===== config.mk =====
export PLATFORM = sky130hd
export DESIGN_NAME = seg_scan_capture_flat
export DESIGN_NICKNAME = d
export VERILOG_FILES = /design/src/rtl/seg_scan_pkg.sv /design/src/rtl/seg_scan_capture_if.sv /design/src/rtl/seg7_decode.sv /design/src/rtl/seg_scan_capture.sv /design/src/flat_wrapper.sv
export SDC_FILE = /design/constraint.sdc
export NUM_CORES = 1
export LEC_CHECK = 0
export ABC_CLOCK_PERIOD_IN_PS = 2400
export CAP_MARGIN = 40
export CELL_PAD_IN_SITES_DETAIL_PLACEMENT = 1
export CELL_PAD_IN_SITES_GLOBAL_PLACEMENT = 2
export CORE_MARGIN = 2
export CORE_UTILIZATION = 31
export CTS_CLUSTER_SIZE = 24
export DETAILED_ROUTE_END_ITERATION = 12
export GPL_TIMING_DRIVEN = 0
export MAX_ROUTING_LAYER = met4
export PLACE_DENSITY = 0.87
export SLEW_MARGIN = 25
export SYNTH_ARGS = -nofsm -noshare
export SYNTH_HDL_FRONTEND = slang
export SYNTH_SLANG_ARGS = --single-unit
export TNS_END_PERCENT = 100

===== constraint.sdc =====
create_clock -name clk -period 2.4 [get_ports clk]
set_clock_uncertainty 0.1 [all_clocks]
set_input_delay 0.48 -clock clk [delete_from_list [all_inputs] [get_ports clk]]
set_output_delay 0.48 -clock clk [all_outputs]
set_load 0.02 [all_outputs]

===== src/rtl/seg_scan_pkg.sv =====
// Shared definitions for the 7-segment scan capture block.
//   DIGITS    : number of multiplexed digits on the scan bus
//   SEG_W     : number of segment lines {g,f,e,d,c,b,a}
//   state_e   : capture FSM states
//   SEG_TABLE : active-high segment pattern for each hex nibble, index = nibble value
package seg_scan_pkg;

    localparam int unsigned DIGITS = 4;
    localparam int unsigned SEG_W  = 7;

    typedef enum logic [0:0] {
        StIdle,
        StScan
    } state_e;

    // Entry [0] is the rightmost element: 3F decodes to 0, 71 decodes to F.
    localparam logic [15:0][SEG_W-1:0] SEG_TABLE = {
        7'h71, 7'h79, 7'h5E, 7'h39, 7'h7C, 7'h77, 7'h6F, 7'h7F,
        7'h07, 7'h7D, 7'h6D, 7'h66, 7'h4F, 7'h5B, 7'h06, 7'h3F
    };

endpackage


===== src/rtl/seg_scan_capture_if.sv =====
// Scan bus and capture result bundle for seg_scan_capture.
//   digit_en_in  : observed one-hot digit enable, bit0 = digit 0
//   seg_in       : observed segment lines {g,f,e,d,c,b,a}
//   capture_en   : 1 = monitoring active
//   digits_out   : last committed frame, [3:0] = digit 0
//   frame_valid  : set by the first commit, cleared only by reset
//   frame_done   : one-cycle pulse per commit
//   scan_err     : sticky scan error flag
//   scan_timeout : sticky timeout flag
// master drives the scan bus and reads results; slave is the capture block.
interface seg_scan_capture_if;
    import seg_scan_pkg::*;

    logic [DIGITS-1:0]   digit_en_in;
    logic [SEG_W-1:0]    seg_in;
    logic                capture_en;
    logic [4*DIGITS-1:0] digits_out;
    logic                frame_valid;
    logic                frame_done;
    logic                scan_err;
    logic                scan_timeout;

    modport master (
        output digit_en_in, seg_in, capture_en,
        input  digits_out, frame_valid, frame_done, scan_err, scan_timeout
    );

    modport slave (
        input  digit_en_in, seg_in, capture_en,
        output digits_out, frame_valid, frame_done, scan_err, scan_timeout
    );

endinterface


===== src/rtl/seg7_decode.sv =====
// Combinational 7-segment to hex decoder.
//   seg_i   : active-high segment pattern {g,f,e,d,c,b,a}
//   nib_o   : decoded nibble (0 when the pattern is not recognised)
//   valid_o : 1 when seg_i is one of the 16 hex glyphs
module seg7_decode
    import seg_scan_pkg::*;
(
    input  logic [SEG_W-1:0] seg_i,
    output logic [3:0]       nib_o,
    output logic             valid_o
);

    always_comb begin
        nib_o   = '0;
        valid_o = 1'b0;
        for (int i = 0; i < 16; i++) begin
            if (seg_i == SEG_TABLE[i]) begin
                nib_o   = 4'(i);
                valid_o = 1'b1;
            end
        end
    end

endmodule


===== src/rtl/seg_scan_capture.sv =====
// Receive-side monitor for a multiplexed 4-digit 7-segment scan.
// Waits for each digit dwell to settle, decodes the segments back to a nibble and
// commits complete, in-order 4-digit frames.
// Ports:
//   clk   : system clock
//   reset : synchronous, active-high reset
//   bus   : seg_scan_capture_if.slave (scan inputs, capture_en, frame results and flags)
// Optional feature: define SEG_SCAN_TIMEOUT_EN to enable the dwell timeout counter and
// scan_timeout flag; otherwise scan_timeout is tied to 0.
module seg_scan_capture
    import seg_scan_pkg::*;
#(
    parameter int unsigned SETTLE_CYCLES  = 16,
    parameter int unsigned CNT_W          = 20,
    parameter bit          SEG_ACTIVE_LOW = 1'b0,
    parameter int unsigned TIMEOUT_CYCLES = 32'h000F_FFFF
) (
    input logic               clk,
    input logic               reset,
    seg_scan_capture_if.slave bus
);

    // Input stage
    logic [DIGITS-1:0] den_q;
    logic [DIGITS-1:0] den_prev_q;
    logic [SEG_W-1:0]  seg_q;

    // Settle tracking
    logic [CNT_W-1:0] cnt_q, cnt_d;
    logic             changed;
    logic             sample;
    logic             timeout_hit;

    // Frame assembly
    state_e                 state_q, state_d;
    logic [1:0]             slot_q, slot_d;
    logic [DIGITS-1:0]      seen_q, seen_d;
    logic [DIGITS-2:0][3:0] shadow_q, shadow_d;
    logic [DIGITS-1:0]      exp_en;

    // Results
    logic [4*DIGITS-1:0] digits_q, digits_d;
    logic                frame_valid_q, frame_valid_d;
    logic                frame_done_q, frame_done_d;
    logic                scan_err_q, scan_err_d;

    // Decode
    logic [SEG_W-1:0] seg_dec;
    logic [3:0]       nib;
    logic             nib_valid;

    assign seg_dec = SEG_ACTIVE_LOW ? ~seg_q : seg_q;

    seg7_decode u_decode (
        .seg_i   (seg_dec),
        .nib_o   (nib),
        .valid_o (nib_valid)
    );

    assign changed = (den_q != den_prev_q);
    // A change on the sample cycle itself suppresses the sample.
    assign sample  = !changed && (cnt_q == CNT_W'(SETTLE_CYCLES - 1));
    assign exp_en  = DIGITS'(1) << slot_q;

    always_comb begin
        cnt_d = cnt_q;
        if (changed) begin
            cnt_d = '0;
        end else if (cnt_q != '1) begin
            cnt_d = cnt_q + 1'b1;
        end
    end

`ifdef SEG_SCAN_TIMEOUT_EN
    logic [CNT_W-1:0] to_cnt_q, to_cnt_d;
    logic             scan_timeout_q, scan_timeout_d;

    // Saturates at TIMEOUT_CYCLES so the flag and the return to idle fire once per stall.
    always_comb begin
        to_cnt_d    = to_cnt_q;
        timeout_hit = 1'b0;
        if (changed) begin
            to_cnt_d = '0;
        end else if (bus.capture_en && (to_cnt_q != CNT_W'(TIMEOUT_CYCLES))) begin
            to_cnt_d    = to_cnt_q + 1'b1;
            timeout_hit = (to_cnt_d == CNT_W'(TIMEOUT_CYCLES));
        end
        scan_timeout_d = scan_timeout_q | timeout_hit;
    end

    always_ff @(posedge clk) begin
        if (reset) begin
            to_cnt_q       <= '0;
            scan_timeout_q <= 1'b0;
        end else begin
            to_cnt_q       <= to_cnt_d;
            scan_timeout_q <= scan_timeout_d;
        end
    end

    assign bus.scan_timeout = scan_timeout_q;
`else
    logic unused_timeout_cfg;

    assign timeout_hit        = 1'b0;
    assign unused_timeout_cfg = ^TIMEOUT_CYCLES;
    assign bus.scan_timeout   = 1'b0;
`endif

    always_comb begin
        state_d       = state_q;
        slot_d        = slot_q;
        seen_d        = seen_q;
        shadow_d      = shadow_q;
        digits_d      = digits_q;
        frame_valid_d = frame_valid_q;
        frame_done_d  = 1'b0;
        scan_err_d    = scan_err_q;

        if (!bus.capture_en || timeout_hit) begin
            state_d = StIdle;
            slot_d  = '0;
            seen_d  = '0;
        end else if (sample) begin
            unique case (state_q)
                StIdle: begin
                    if (den_q == 4'b0001) begin
                        if (nib_valid) begin
                            shadow_d[0] = nib;
                            seen_d      = 4'b0001;
                            slot_d      = 2'd1;
                            state_d     = StScan;
                        end else begin
                            scan_err_d = 1'b1;
                        end
                    end
                end
                StScan: begin
                    if ((den_q == exp_en) && nib_valid && (slot_q != 2'd3)) begin
                        shadow_d[slot_q] = nib;
                        seen_d[slot_q]   = 1'b1;
                        slot_d           = slot_q + 2'd1;
                    end else if ((den_q == exp_en) && nib_valid && (seen_q == 4'b0111)) begin
                        // Last digit goes straight to the output with the shadow slots.
                        digits_d      = {nib, shadow_q[2], shadow_q[1], shadow_q[0]};
                        frame_done_d  = 1'b1;
                        frame_valid_d = 1'b1;
                        seen_d        = '0;
                        slot_d        = '0;
                    end else begin
                        scan_err_d = 1'b1;
                        state_d    = StIdle;
                        seen_d     = '0;
                        slot_d     = '0;
                    end
                end
                default: state_d = StIdle;
            endcase
        end
    end

    always_ff @(posedge clk) begin
        if (reset) begin
            den_q         <= '0;
            den_prev_q    <= '0;
            seg_q         <= '0;
            cnt_q         <= '0;
            state_q       <= StIdle;
            slot_q        <= '0;
            seen_q        <= '0;
            shadow_q      <= '0;
            digits_q      <= '0;
            frame_valid_q <= 1'b0;
            frame_done_q  <= 1'b0;
            scan_err_q    <= 1'b0;
        end else begin
            den_q         <= bus.digit_en_in;
            den_prev_q    <= den_q;
            seg_q         <= bus.seg_in;
            cnt_q         <= cnt_d;
            state_q       <= state_d;
            slot_q        <= slot_d;
            seen_q        <= seen_d;
            shadow_q      <= shadow_d;
            digits_q      <= digits_d;
            frame_valid_q <= frame_valid_d;
            frame_done_q  <= frame_done_d;
            scan_err_q    <= scan_err_d;
        end
    end

    assign bus.digits_out  = digits_q;
    assign bus.frame_valid = frame_valid_q;
    assign bus.frame_done  = frame_done_q;
    assign bus.scan_err    = scan_err_q;

endmodule


===== src/flat_wrapper.sv =====
// flat-port wrapper written by rule: the top's interface ports become plain ports
module seg_scan_capture_flat import seg_scan_pkg::*;
#(
    parameter int unsigned SETTLE_CYCLES  = 16,
    parameter int unsigned CNT_W          = 20,
    parameter bit          SEG_ACTIVE_LOW = 1'b0,
    parameter int unsigned TIMEOUT_CYCLES = 32'h000F_FFFF
)
  (clk, reset, bus_digit_en_in, bus_seg_in, bus_capture_en, bus_digits_out, bus_frame_valid, bus_frame_done, bus_scan_err, bus_scan_timeout);
  seg_scan_capture_if bus_i ();
  input logic clk;
  input logic reset;
  input wire logic [$bits(bus_i.digit_en_in)-1:0] bus_digit_en_in;
  input wire logic [$bits(bus_i.seg_in)-1:0] bus_seg_in;
  input wire logic [$bits(bus_i.capture_en)-1:0] bus_capture_en;
  output wire logic [$bits(bus_i.digits_out)-1:0] bus_digits_out;
  output wire logic [$bits(bus_i.frame_valid)-1:0] bus_frame_valid;
  output wire logic [$bits(bus_i.frame_done)-1:0] bus_frame_done;
  output wire logic [$bits(bus_i.scan_err)-1:0] bus_scan_err;
  output wire logic [$bits(bus_i.scan_timeout)-1:0] bus_scan_timeout;
  assign bus_i.digit_en_in = bus_digit_en_in;
  assign bus_i.seg_in = bus_seg_in;
  assign bus_i.capture_en = bus_capture_en;
  assign bus_digits_out = bus_i.digits_out;
  assign bus_frame_valid = bus_i.frame_valid;
  assign bus_frame_done = bus_i.frame_done;
  assign bus_scan_err = bus_i.scan_err;
  assign bus_scan_timeout = bus_i.scan_timeout;
  seg_scan_capture #(.SETTLE_CYCLES(SETTLE_CYCLES), .CNT_W(CNT_W), .SEG_ACTIVE_LOW(SEG_ACTIVE_LOW), .TIMEOUT_CYCLES(TIMEOUT_CYCLES)) u_core (.clk(clk), .reset(reset), .bus(bus_i));
endmodule

==> results.md, run 1 <==
- For the worst-skew pair, the clock arrives at the later sink with an insertion delay of 0.33 ns.
- The run finished, with violations left.
- The post-synthesis cell type count is 58.
- From synthesis to final layout, the design area changed by 39.1%.
- The cell-internal power is 2.23 mW.
- The part of the power in the clock network is 49.8%.
- The initial core utilization is 31.5%.
- For the pin with the worst max-slew slack, the measured transition is 0.729 ns.
- The power density relative to cell area is 569 nW/um^2.
- The mapped netlist covers 3570 um^2.
- Global routing used 3.83% of the available met3 tracks.
- The routed design could run at a clock period as short as 2.64 ns.
- Counting flops with a built-in enable in the synthesized netlist gives 0.
- Using the TritonRoute via totals, the vias-per-cell ratio works out to 5.26.
- The most common flop cell mapped by yosys is dfxtp_1.
- The post-CTS clock slew at the launch and capture registers of the worst setup and hold paths is 0.05 ns.
- The number of register bits inferred by synthesis is 73.
- By count the netlist is led by 73 x dfxtp_1, 49 x nor2_1, 29 x nand2_1.
- The number of diodes added for antenna fixing is 0.
- After detailed routing, the average wire length per cell comes to between 15 and 20 um.
- The per-instance average area after synthesis is 8.45 um^2.
- The overall overflow remaining after global route is 0.
- The part of the power in combinational logic is 6.1%.
- STA puts the critical path data arrival time at 2.74 ns.
- Setup violations remaining at the end of the flow were counted as 17.
- The via count of the first global-routing pass was ~3400.
- The launching element type of the critical path is a flip-flop.
- The DRC marker count from the first detailed-route iteration is approximately 120.
- The slack of the critical path is -0.241 ns.
- The root buffer cell chosen for the clock tree is clkbuf_16.
- The worst setup slack before clock tree synthesis is -0.287 ns.
- Based on the critical path, the design can be clocked at up to between 0.3 and 0.4 GHz.
- The final wirelength is approximately 10000 um.
- The overall via count from detail_route is ~3300.
- The final net count is a little over 500.
- The die height is around 110 um.
- Counting flops with an async set or reset pin after synthesis yields a share of 0%.
- VDD sags by at most 0.000325 V.
- TritonCTS built the clock tree.
- The initial antenna violation count is 0.
- The proportion of layout cells with a drive suffix above 1 is 21.7%.
- Detailed placement ended at an HPWL of 6850 um.
- The count of standard-cell rows is 39.
- Entering global routing, the biggest net connects 12 pins.
- Registers are responsible for 44.1% of the overall power.
- The critical path endpoint category is a flip-flop.
- In the routed design, unresolved DRC markers number 0.
- The count of final hold-check violations is 0.
- The area share of the largest cell type after synthesis is 41.0%.
- The number of nets handed over by synthesis was 441.
- The share of synthesized area occupied by flip-flops and latches is 41.0%.
- Yosys printed 0 warnings.
- The worst hold path belongs to the class reg -> reg.
- The leakage power figure is around 1.8 nW.
- In the global route stage, met2 resource usage came out at 27.3%.
- The buffer levels on the longest clock path is 2.
- Synthesis produced 422 cells.
- The global-route wire length before repair is 16800 um.
- The leading area contributor after synthesis is dfxtp_1.
- The most congested layer reported by global routing is met2.
- The number of clock sinks is 73.
- The analysis attributes to net switching a power of 0.587 mW.
- The region available for standard cell placement spans ~11000 um^2.
- The start-to-end type of the worst setup path is reg -> reg.
- The number of input and output port buffers inserted is 32.
- The global-route track usage on met1 is 21.3%.
- The headroom to the max-slew limit is 51.2%.
- The most repeated cell in the gate-level netlist after synthesis is dfxtp_1.
- The max-slew violation count is 0.
- The final critical path takes up 110% of the cycle.
- Counting the buffers created by CTS gives 9.
- The floorplan step defined a die boundary enclosing 12400 um^2.
- The total number of H-tree levels is 3.
- The tool flagged a number of max-cap violations equal to 0.
- The hold buffer count at CTS is 0.
- For this run, the detailed router's first-pass iteration total came to 4.
- The die width is between 100 and 150 um.
- The required time reported for the critical path endpoint is 2.50 ns.
- At the end of routability-driven placement, the weighted congestion stood at 0.826.
- Of the total power, the share spent switching nets is 20.8%.
- Along the worst path, the maximum fanout reaches 5.
- The final antenna-violating net count is 0.
- The checks that failed: setup timing.
- Sorting the synthesized cells by area gives the leading types as dfxtp_1 41%, mux2i_1 6.2%, nor2_1 5.2%, a21oi_1 3.9%, nor2b_1 3.2%.
- The number of top-level pins is 34.
- Setup repair after global routing could not meet its margin everywhere.
- Global routing consumed, over all layers together, 16.8% of the routing resources.
- Setup total negative slack on the finished layout was measured at -1.16 ns.
-- per-stage QoR --
| step | area [um^2] | util [%] | hold WS (ns) | instances | total power, mW |
|---|---|---|---|---|---|
| floorplan | 3610 | - | 0.320 | 422 | 1.35 |
| global placement | 4110 | 36.3 | 0.334 | 597 | 1.40 |
| detailed placement | 4110 | 36.3 | 0.338 | 597 | 1.41 |
| CTS | 4660 | 41.1 | 0.357 | 621 | 2.83 |
| global route | 4960 | 43.8 | 0.395 | 632 | 2.92 |
| finish | 4960 | 43.8 | 0.352 | 632 | 2.82 |
-- kinds of logic after synthesis --
logic type,synth area share [%]
AOI/OAI and AO/OA,13.3
xor gates and xnor gates,4.18
adders and majority gates,1.75
buffers and inverters,4.11
DFF,41.0
muxes,6.18
other,0.105
and+or+nand+nor,29.4
-- layout make-up --
cell class,instances,area (um^2)
well taps,143,179
fillers,1285,6360
flip-flops and latches,73,1480
clock inverters,3,65.1
repair buffers,53,502
multi-input cells,315,2300
clock buffers,12,246
plain buffers,20,128
inverters,13,53.8
-- final timing paths --
kind	slack, ns	depth (start not counted)	end	startpoint
max reg2reg	-0.24	9	u_core.shadow_q[0]	u_core.slot_q[1]
min reg2reg	0.35	1	u_core.seen_q[3]	u_core.seen_q[3]
min	0.35	1	u_core.seen_q[3]	u_core.seen_q[3]
max	-0.24	9	u_core.shadow_q[0]	u_core.slot_q[1]
-- per-layer routing --
| layer | part of all wire, % | vias to the layer above |
|---|---|---|
| li1 | - | 1630 |
| met1 | 46 | 1634 |
| met5 | 0 | - |
| met4 | 1.2 | 0 |
| met2 | 49 | 48 |
| met3 | 3.3 | 12 |
-- worst max-delay path, stage by stage, from the launching register on --
cell and delay, ns:
dfxtp_4 0.39, inv_4 0.06, ha_4 0.18, xor2_4 0.19, or4_4 0.49, a2111o_1 0.44, a311oi_4 0.24, buf_6 0.17
mux2i_1 0.18, nor2_1 0.06
-- flip-flops by register name, indices dropped and copies added (netlist names) --
register,cells
u_core.slot_q,2
u_core.bus.frame_done,1
u_core.bus.scan_err,1
u_core.bus.digits_out,16
u_core.seg_dec,7
u_core.state_q,1
u_core.den_prev_q,4
u_core.bus.frame_valid,1
u_core.cnt_q,20
u_core.shadow_q,12
u_core.den_q,4
u_core.seen_q,4
-- layout by cell type (no fill, tap or decap), types with 11 or more instances in the layout --
master,netlist,layout
nand2_1,29,27
a21oi_1,28,25
mux2i_1,22,21
inv_1,13,11
buf_4,1,20
o21ai_0,15,14
nor2b_1,18,18
xnor2_1,12,12
dfxtp_1,73,65
nand3_1,18,16
clkdlybuf4s50_1,0,32
nor2_1,49,48
nor3_1,19,14
-- power by group through the flow --
stage	clock, mW	sequential, mW	combinational, mW
global route	1.48	1.25	0.187
global placement	0	1.26	0.136
finish	1.40	1.24	0.172
detailed placement	0	1.27	0.141
CTS	1.44	1.24	0.148
floorplan	0	1.26	0.0898
-- what timing repair did --
| item | in CTS | in global routing |
|---|---|---|
| gates resized for setup | 33 | 54 |
| cloned | 0 | 0 |
| endpoints found under the setup margin | 48 | 53 |
| setup buffers | 9 | 12 |
| pin swaps | 4 | 9 |
| endpoints found under the hold margin | 0 | 0 |
No activity file was read; power rests on OpenSTA's default activity.
==> inputs of run 2 (changes only) <==
--- a/config.mk
+++ b/config.mk
@@ -7,15 +7,14 @@
 export LEC_CHECK = 0
 export ABC_CLOCK_PERIOD_IN_PS = 2400
 export CAP_MARGIN = 40
-export CELL_PAD_IN_SITES_DETAIL_PLACEMENT = 1
-export CELL_PAD_IN_SITES_GLOBAL_PLACEMENT = 2
-export CORE_MARGIN = 2
-export CORE_UTILIZATION = 31
+export CORE_MARGIN = 4
+export CORE_UTILIZATION = 32
 export CTS_CLUSTER_SIZE = 24
 export DETAILED_ROUTE_END_ITERATION = 12
 export GPL_TIMING_DRIVEN = 0
+export HOLD_SLACK_MARGIN = 0.12
 export MAX_ROUTING_LAYER = met4
-export PLACE_DENSITY = 0.87
+export PLACE_DENSITY = 0.63
 export SLEW_MARGIN = 25
 export SYNTH_ARGS = -nofsm -noshare
 export SYNTH_HDL_FRONTEND = slang
==> results.md, run 2 (same netlist as run 1, synthesis figures left out) <==
- The initial antenna violation count is 0.
- The final wirelength is 8730 um.
- u_core.cnt_q holds more flip-flops than any other register.
- Data on the critical path is required at its endpoint by 2.53 ns.
- The die area is 12900 um^2.
- The critical path is of the reg -> reg type.
- The run finished, with violations left.
- The number of buffers inserted during clock tree synthesis is 9.
- The remaining design rule violation count is 0.
- In the routed layout, each cell is associated on average with a via count of 5.22.
- The library cells used most frequently in the layout, excluding fill and tap cells, are 67 x dfxtp_1, 48 x nor2_1, 32 x clkdlybuf4s50_1.
- The maximum clock frequency is 0.384 GHz.
- The proportion of layout cells with a drive suffix above 1 is 18.5%.
- The final-report setup violation count is 20.
- The final reports fail on setup timing.
- In this run the count of I/O pins placed on the die edge is 34.
- The count of standard-cell rows is 38.
- The aggregate global-route resource usage is 13.7%.
- The min-delay analysis places its worst path in the category reg -> reg.
- The post-route minimum period is 2.60 ns.
- Buffers placed on the I/O ports in this run total 32.
- The count of final hold-check violations came to 0.
- The final cell area excluding filler cells is 4680 um^2.
- The slack of the critical path is -0.203 ns.
- The H-tree was split into 3 levels.
- In this run, placement finished with an instance count of 594.
- The sum of net half-perimeters after detailed placement is just over 6000 um.
- The number of fill cells is approximately 1100.
- In the final layout, flip-flops and latches occupy around 1500 um^2.
- The reported max-cap violation count is 0.
- The maximum number of pins on one net before global-route repair is 15.
- The post-route setup TNS is -1.39 ns.
- The initial utilization of the core area, before any placement, comes to 32.8%.
- The first global-routing pass estimated 14000 um of wire.
- The path depth of the worst reg2reg path is 9.
- The worst setup slack before clock tree synthesis is -0.307 ns.
- The congestion estimate from routability-driven global placement came to 0.906.
- Cells fill 43.0% of the core in the end.
- Data arrives at the worst endpoint at 2.74 ns.
- The DRC marker count from the first detailed-route iteration is 129.
- The critical path endpoint category is a flip-flop.
- At the pin with the least slew margin, the transition time is 0.576 ns.
- The net count of the finished layout is 495.
- The overall overflow remaining after global route is 0.
- Dividing total power by cell area gives a power density of 513 nW/um^2.
- The launching element type of the critical path is a flip-flop.
- The tree built by TritonCTS fans out to 73 sinks.
- The leakage power figure is 1.68 nW.
- The TritonCTS clock tree is done.
- The post-CTS clock slew at the launch and capture registers of the worst setup and hold paths is 0.08 ns.
- The post-route fraction of the period consumed by the critical path is 108%.
- The highest fanout seen on the critical path is 5.
- The floorplan step set the die height to 114 um.
- The overall via count from detail_route is about 3200.
- The number of diodes added for antenna fixing is 0.
- No sink is reached through more buffers than the 2 on the longest clock path.
- Setup repair after global routing could not meet its margin everywhere.
- The total area inside the core boundary comes to 10900 um^2.
- The register with the most flip-flops in the layout has 20 of them.
- The pre-antenna-repair detailed-routing pass consisted of 4 iterations.
- The die width is between 100 and 150 um.
- The headroom to the max-slew limit is between 60% and 70%.
- The growth of design area from synthesis to finish is 31.3%.
- Clock tree synthesis selected as its root buffer the cell clkbuf_8.
- Summing all multi-input logic gate instances after layout gives around 2200 um^2.
- The most frequent standard cell in the layout excluding fill and tap cells is dfxtp_1.
- The worst supply voltage drop on vdd is 0.000305 V.
- The final antenna-violating net count is 0.
- The max-slew violation count is 0.
- The routed length per instance is approximately 14 um.
- Once placement finished, the instance area stood at 4110 um^2.
- The clock reaches the later pin of the worst-skew pair after 0.35 ns.
- The count of cells in the finished layout, fillers not included, comes to 621.
- The via count of the first global-routing pass is 3025.
- The cell depth of the worst min-delay path is 2.
-- run 2: metal layers --
| layer | global-route usage (%) | vias up | routed length, um |
|---|---|---|---|
| met1 | 15.9 | 1548 | 3930 |
| li1 | - | 1623 | - |
| met3 | 3.50 | 10 | 355 |
| met4 | 4.81 | 0 | 106 |
| met2 | 23.0 | 60 | 4340 |
| met5 | - | - | 0 |
-- run 2: cell type report --
cell class / count / area share (%)
inverter: 13 / 1.15
multi-input combinational: 315 / 47.7
tap: 140 / 3.74
clock inverter: 6 / 1.55
sequential: 73 / 31.5
clock buffer: 10 / 2.94
buffer: 20 / 2.41
timing repair buffer: 44 / 9.01
-- run 2: critical path: stages, from the launching register on --
cell	delay (ns)
dfxtp_4	0.40
inv_4	0.06
ha_4	0.18
xor2_2	0.19
or4_1	0.47
a2111o_1	0.45
a311oi_4	0.24
buf_6	0.16
mux2i_1	0.19
nor2_1	0.06
-- run 2: where the power goes --
part           switching, mW  total, mW  leakage [nW]  internal [mW]
sequential            0.0185       1.24         0.595           1.22
combinational         0.0812      0.148         0.985         0.0664
clock                  0.489       1.01         0.104          0.521
total                  0.589       2.40          1.68           1.81
-- run 2: worst paths after layout --
path | slack, ns | startpoint | endpoint
hold / removal | 0.36 | u_core.bus.frame_valid | u_core.bus.frame_valid
hold reg to reg | 0.36 | u_core.bus.frame_valid | u_core.bus.frame_valid
setup / recovery | -0.20 | u_core.slot_q[1] | u_core.shadow_q[1]
setup reg to reg | -0.20 | u_core.slot_q[1] | u_core.shadow_q[1]
-- run 2: timing repair --
item                       in CTS  in global routing
resized for setup              24                 36
setup endpoints to repair      43                 44
hold buffers                    0                  0
pin swaps                       3                  3
cloned                          0                  0
buffers inserted                5                  5
-- run 2: stage by stage --
stage                     power [mW]  hold slack (ns)
after floorplan                 1.35            0.320
after global placement          1.40            0.337
after detailed placement        1.40            0.344
after CTS                       2.42            0.360
after global routing            2.49            0.383
final                           2.40            0.356
